==> src/rtl/param_pkg.sv <==
// Shared interconnect parameters and the enums used by the main-memory arbiter.
package param_pkg;

    localparam int BYTES_PER_LINE   = 16;
    localparam int MAIN_MEM_LINE_AW = 26;

    typedef enum logic {ARB_FIXED, ARB_RR} arb_mode_e;

    typedef enum logic {ARB_IDLE, ARB_BUSY} arb_state_e;

endpackage

==> src/rtl/mem_arb_picker.sv <==
// Combinational winner selection for the main-memory arbiter: round-robin search
// from a pointer, or fixed priority where promoted (starved) masters go first.
module mem_arb_picker
    import param_pkg::*;
#(
    parameter int NUM_MASTER = 4
) (
    input  logic [NUM_MASTER-1:0]         i_req,
    input  logic [$clog2(NUM_MASTER)-1:0] i_ptr,
    input  logic [NUM_MASTER-1:0]         i_promo,
    input  arb_mode_e                     i_mode,
    output logic [NUM_MASTER-1:0]         o_winner,
    output logic [$clog2(NUM_MASTER)-1:0] o_idx
);

    localparam int PW = $clog2(NUM_MASTER);

    logic [NUM_MASTER-1:0] w_pool;
    logic                  w_found;
    int                    w_j;

    always_comb begin
        o_winner = '0;
        o_idx    = '0;
        w_found  = 1'b0;
        w_j      = 0;
        w_pool   = '0;
        if (i_mode == ARB_RR) begin
            // Walk upward from the pointer, wrapping past the top master.
            for (int k = 0; k < NUM_MASTER; k++) begin
                w_j = int'(i_ptr) + k;
                if (w_j >= NUM_MASTER) begin
                    w_j = w_j - NUM_MASTER;
                end
                if (!w_found && i_req[w_j]) begin
                    o_winner[w_j] = 1'b1;
                    o_idx         = PW'(w_j);
                    w_found       = 1'b1;
                end
            end
        end else begin
            w_pool = (|(i_req & i_promo)) ? (i_req & i_promo) : i_req;
            for (int k = 0; k < NUM_MASTER; k++) begin
                if (!w_found && w_pool[k]) begin
                    o_winner[k] = 1'b1;
                    o_idx       = PW'(k);
                    w_found     = 1'b1;
                end
            end
        end
    end

endmodule

==> src/rtl/main_mem_arb_n.sv <==
// N-master arbiter in front of the single main-memory line port; a grant is held
// until memory acks, and the next winner is chosen in that same ack cycle.
module main_mem_arb_n
    import param_pkg::*;
#(
    parameter int        NUM_MASTER   = 4,
    parameter int        LINE_W       = BYTES_PER_LINE * 8,
    parameter int        AW           = MAIN_MEM_LINE_AW,
    parameter arb_mode_e ARB_MODE     = ARB_RR,
    parameter int        STARVE_LIMIT = 8
) (
    input  logic                         clk,
    input  logic                         resetn,
    input  logic [NUM_MASTER-1:0]        req_i,
    input  logic [NUM_MASTER*LINE_W-1:0] wdata_i,
    input  logic [NUM_MASTER*AW-1:0]     waddr_i,
    input  logic [NUM_MASTER*AW-1:0]     raddr_i,
    input  logic [NUM_MASTER-1:0]        wcyc_i,
    input  logic [NUM_MASTER-1:0]        rcyc_i,
    input  logic                         ack_i,
    output logic [NUM_MASTER-1:0]        ack_o,
    output logic [LINE_W-1:0]            wdata_o,
    output logic [AW-1:0]                waddr_o,
    output logic [AW-1:0]                raddr_o,
    output logic                         wcyc_o,
    output logic                         rcyc_o,
    output logic [NUM_MASTER-1:0]        grant_o,
    output logic                         busy_o
);

    localparam int PW = $clog2(NUM_MASTER);
    localparam int CW = (STARVE_LIMIT > 0) ? $clog2(STARVE_LIMIT + 1) : 1;

    arb_state_e            r_state;
    logic [NUM_MASTER-1:0] r_grant;
    logic [PW-1:0]         r_ptr;
    logic [CW-1:0]         r_starve [NUM_MASTER];

    logic [NUM_MASTER-1:0] w_maskedReq;
    logic [NUM_MASTER-1:0] w_promo;
    logic [NUM_MASTER-1:0] w_winner;
    logic [PW-1:0]         w_winIdx;
    logic [PW-1:0]         w_ptrNext;
    logic                  w_load;

    // The current owner is masked so an acked master cannot win twice in a row.
    assign w_maskedReq = req_i & ~r_grant;
    assign w_load      = (|w_maskedReq) && ((r_state == ARB_IDLE) || ack_i);
    assign w_ptrNext   = (w_winIdx == PW'(NUM_MASTER - 1)) ? '0 : w_winIdx + PW'(1);

    always_comb begin
        w_promo = '0;
        for (int i = 0; i < NUM_MASTER; i++) begin
            w_promo[i] = (ARB_MODE == ARB_FIXED) && (STARVE_LIMIT != 0) &&
                         (r_starve[i] == CW'(STARVE_LIMIT));
        end
    end

    mem_arb_picker #(
        .NUM_MASTER (NUM_MASTER)
    ) u_picker (
        .i_req    (w_maskedReq),
        .i_ptr    (r_ptr),
        .i_promo  (w_promo),
        .i_mode   (ARB_MODE),
        .o_winner (w_winner),
        .o_idx    (w_winIdx)
    );

    always_ff @(posedge clk) begin
        if (!resetn) begin
            r_state <= ARB_IDLE;
            r_grant <= '0;
            r_ptr   <= '0;
        end else begin
            case (r_state)
                ARB_IDLE: begin
                    if (|w_maskedReq) begin
                        r_grant <= w_winner;
                        r_ptr   <= w_ptrNext;
                        r_state <= ARB_BUSY;
                    end
                end
                ARB_BUSY: begin
                    if (ack_i) begin
                        if (|w_maskedReq) begin
                            r_grant <= w_winner;
                            r_ptr   <= w_ptrNext;
                        end else begin
                            r_grant <= '0;
                            r_state <= ARB_IDLE;
                        end
                    end
                end
                default: begin
                    r_state <= ARB_IDLE;
                    r_grant <= '0;
                end
            endcase
        end
    end

    // A master only counts as losing when it actually competed in a grant load.
    always_ff @(posedge clk) begin
        if (!resetn) begin
            for (int i = 0; i < NUM_MASTER; i++) begin
                r_starve[i] <= '0;
            end
        end else begin
            for (int i = 0; i < NUM_MASTER; i++) begin
                if (!req_i[i] || (w_load && w_winner[i])) begin
                    r_starve[i] <= '0;
                end else if (w_load && w_maskedReq[i] &&
                             (r_starve[i] != CW'(STARVE_LIMIT))) begin
                    r_starve[i] <= r_starve[i] + CW'(1);
                end
            end
        end
    end

    always_comb begin
        wdata_o = '0;
        waddr_o = '0;
        raddr_o = '0;
        wcyc_o  = 1'b0;
        rcyc_o  = 1'b0;
        for (int i = 0; i < NUM_MASTER; i++) begin
            if (r_grant[i]) begin
                wdata_o = wdata_o | wdata_i[i*LINE_W +: LINE_W];
                waddr_o = waddr_o | waddr_i[i*AW +: AW];
                raddr_o = raddr_o | raddr_i[i*AW +: AW];
                wcyc_o  = wcyc_o | wcyc_i[i];
                rcyc_o  = rcyc_o | rcyc_i[i];
            end
        end
    end

    assign ack_o   = r_grant & {NUM_MASTER{ack_i}};
    assign grant_o = r_grant;
    assign busy_o  = (r_state == ARB_BUSY);

endmodule

==> config.mk <==
export PLATFORM = sky130hd
export DESIGN_NAME = main_mem_arb_n
export DESIGN_NICKNAME = d
export VERILOG_FILES = /design/src/rtl/param_pkg.sv /design/src/rtl/mem_arb_picker.sv /design/src/rtl/main_mem_arb_n.sv
export SDC_FILE = /design/constraint.sdc
export NUM_CORES = 1
export LEC_CHECK = 0
export ABC_AREA = 0
export BUFFER_PORTS_ARGS = -buffer_cell sky130_fd_sc_hd__clkbuf_2
export CAP_MARGIN = 25
export CELL_PAD_IN_SITES_DETAIL_PLACEMENT = 1
export CELL_PAD_IN_SITES_GLOBAL_PLACEMENT = 2
export CORE_AREA = 2 2 355 357
export DETAILED_ROUTE_END_ITERATION = 10
export DIE_AREA = 0 0 357 359
export GPL_ROUTABILITY_DRIVEN = 0
export PLACE_DENSITY = 0.4
export SLEW_MARGIN = 5
export SYNTH_ARGS = -nofsm -noshare
export SYNTH_HDL_FRONTEND = slang
export SYNTH_HIERARCHICAL = 1
export SYNTH_SLANG_ARGS = --single-unit
==> constraint.sdc <==
create_clock -name clk -period 6.95 [get_ports clk]
set_input_delay 1.0425 -clock clk [delete_from_list [all_inputs] [get_ports clk]]
set_output_delay 1.0425 -clock clk [all_outputs]
set_load 0.02 [all_outputs]
==> results.py <==
metrics = {
    "status": {
        "status": "completed",
    },
    "cts": {
        "clk_path_buf_depth": 2,
        "post_cts_buffers": 0,
        "cts.sinks": 7,
        "cts_htree_levels": 1,
        "cts_buffers": 3,
        "cts.clk_slew.worst_paths_ns": 0.04,
        "cts_root_buf": "clkbuf_16",
        "cts_resized": 0,
        "cts_tree": "built",
        "clock_latency_ns": 0.23,
        "cts_hold_buf": 0,
    },
    "synthesis": {
        "synth_edf_count": 0,
        "ys_ff_latch": 7,
        "synth_area_um2": 4810,
        "avgSynthCellArea_um2": 6.27,
        "ys_seq_area_frac": 0.0292,
        "ys_warn_count": 6,
        "post_synth_inst_count": 766,
        "synth.distinct_cells": 50,
        "synthArstFlopShare": 0,
        "ys.flop_type": "dfxtp_1",
    },
    "pwr": {
        "p_leak_nw": 6.01,
        "seqPwrFrac": 0.059,
        "max-vdd-ir-drop_mv": 0.112,
        "p_sw_frac": 0.673,
        "clkPwrFrac": 0.037,
        "cellPowerDensity_nw_per_um2": 232,
        "pwr-share-comb": 0.904,
        "p_int_uw": 869,
        "p_switching_mw": 1.79,
        "power_mw": 2.65,
    },
    "cells_and_area": {
        "final_nets": 2378,
        "layout_commonest_cell": "clkbuf_2",
        "final_cell_mix": "clkbuf_2 (925), a22oi_1 (366), nand2_1 (190), conb_1 (17), buf_4 (13)",
        "n_fill_cell": 15300,
        "syn2layout_area_growth_pct": 138,
        "multi_input_area_um2": 4310,
        "seq_area_um2": 155,
        "layout.cells.non_filler": 3292,
        "drive_gt1_frac": 0.588,
    },
    "route": {
        "wl_mm": 79.8,
        "via_count": 10600,
        "wl_per_cell_um": 24.3,
        "first_iter_violations": 705,
        "drc": 0,
        "ant_nets": 0,
        "viasPerCell": 3.22,
        "dr.pass1.iters": 6,
    },
    "setup_path": {
        "crit_buf_inv": 2,
        "timing.critical_path.arrival_ns": 2.94,
        "worstSetupStartpointType": "flip-flop",
        "slowest_delay_ns": 0.81,
        "slowest_stage": "dfxtp_4",
        "crit_path_end_kind": "primary output",
        "crit_chain": "buf_4 > a22oi_1 > nand2_1 > clkbuf_2",
        "crit_required_ns": 5.91,
        "critPathKind": "flip-flop to primary output",
        "crit_path_max_fanout": 60,
        "critical-path-top-delay-family": "buffers and inverters",
    },
    "timing": {
        "drv_slew": 0,
        "min_period_ns": 3.99,
        "finalClockSkew_ns": 0.00206,
        "max_freq_mhz": 251,
        "setup_viol": 0,
        "hold_viol_final": 0,
        "hold_ws_ns": 0.717,
        "rsz0062_at_grt": "false",
        "post-route-period-util": 0.574,
        "tightest_slew_ns": 1.04,
        "max_slew_margin": 0.305,
        "fin_tns_setup_ns": 0,
    },
    "placement": {
        "port_buffers": 925,
        "dp_cells": 3279,
        "hpwl_mm": 70.2,
    },
    "global_routing": {
        "track_usage": 0.117,
        "overflow": 0,
        "grt_antenna_before_repair": 31,
        "grt_pass1_wl_mm": 102,
        "grt_max_degree": 110,
        "grt_pass1_vias": 11000,
    },
    "die": {
        "rows": 130,
        "die_h_um": 359,
        "start_util": 0.0386,
        "dieArea_um2": 128000,
        "die_x_um": 357,
        "coreArea_um2": 125000,
        "io_pins": 926,
    },
    "min_path": {
        "hold_path_class": "flip-flop to flip-flop",
    },
    "job": {
        "drv_cap": 0,
    },
}
==> worst paths after layout <==
check,to,cells after the start,startpoint,slack [ns]
worst max-delay path,wdata_o[121],4,grant_o[0],2.96
worst min-delay path,r_ptr[1],2,r_ptr[1],0.72
worst max register to register,r_ptr[0],9,grant_o[3],3.42
worst min register to register,r_ptr[1],2,r_ptr[1],0.72
==> Yosys cell counts, types with 2 or more instances <==
cell,instances,area (um^2)
buf_6,2,22.5
mux2i_1,6,60.1
o221ai_1,3,26.3
a22oi_1,366,2750
buf_4,2,15.0
clkbuf_1,71,267
o21a_1,4,30.0
buf_1,10,37.5
a222oi_1,5,50.1
and3_1,5,31.3
nand2_1,190,713
inv_2,2,7.51
nand3_1,3,15.0
a21boi_0,2,15.0
a21boi_1,2,15.0
o21ai_1,3,15.0
dfxtp_1,7,140
nor3b_1,2,15.0
a21oi_1,2,10.0
inv_1,6,22.5
o21ai_0,11,55.1
conb_1,2,7.51
and2_1,4,25.0
ha_1,9,113
nor2_1,9,33.8
a31oi_1,2,12.5
nand4_1,3,18.8
buf_2,7,35.0
and3b_2,2,20.0
nor2b_2,4,35.0
==> layer usage <==
metal / routed length (um) / global-route usage / up-vias
li1: - / - / 4779
met1: 34100 / 0.149 / 5094
met2: 36500 / 0.190 / 639
met3: 8350 / 0.0449 / 58
met4: 748 / 0.0120 / 22
met5: 142 / 0 / -
==> worst register-to-register path: cells and delay by family (launching register included) <==
family                   cells  cell delay [ns]
adder cells (fa/ha/maj)      1             0.25
flip-flops                   1             0.51
AO/OA/AOI/OAI                4             0.90
AND/OR/NAND/NOR              4             1.78
==> power by group through the flow <==
stage                     logic, mW  clock network, mW  registers, mW
after global placement         2.43                  0          0.166
final                          2.40             0.0985          0.157
after CTS                      2.44              0.101          0.168
after floorplan                1.26                  0         0.0672
after detailed placement       2.43                  0          0.167
after global routing           2.58              0.104          0.169
==> flip-flops by register name (all words and copies together) (netlist names) <==
signal	flops
r_ptr	2
busy_o	1
grant_o	4
==> through the flow <==
step	instance area [um^2]	util	setup slack, ns
2_1_floorplan	4860	-	3.76
3_3_place_gp	11300	0.0911	2.83
3_5_place_dp	11300	0.0911	3.00
4_1_cts	11400	0.0917	2.76
5_1_grt	11400	0.0917	2.65
6_report	11400	0.0919	2.96
==> area by class of cell <==
cell class | count | area share
timing repair buffer | 941 | 0.418
multi-input combinational | 673 | 0.376
tap | 1650 | 0.180
sequential | 7 | 0.0136
clock buffer | 4 | 0.00689
inverter | 8 | 0.00262
antenna | 9 | 0.00197
==> logic make-up after synthesis <==
logic type / after synthesis / synth area share
muxes: 8 / 0.0203
buffers and inverters: 101 / 0.0862
DFF: 7 / 0.0292
and+or+nand+nor: 231 / 0.205
adders and majority gates: 9 / 0.0234
other: 2 / 0.00156
AOI/OAI and AO/OA: 408 / 0.634
No activity file was read; power rests on OpenSTA's default activity.
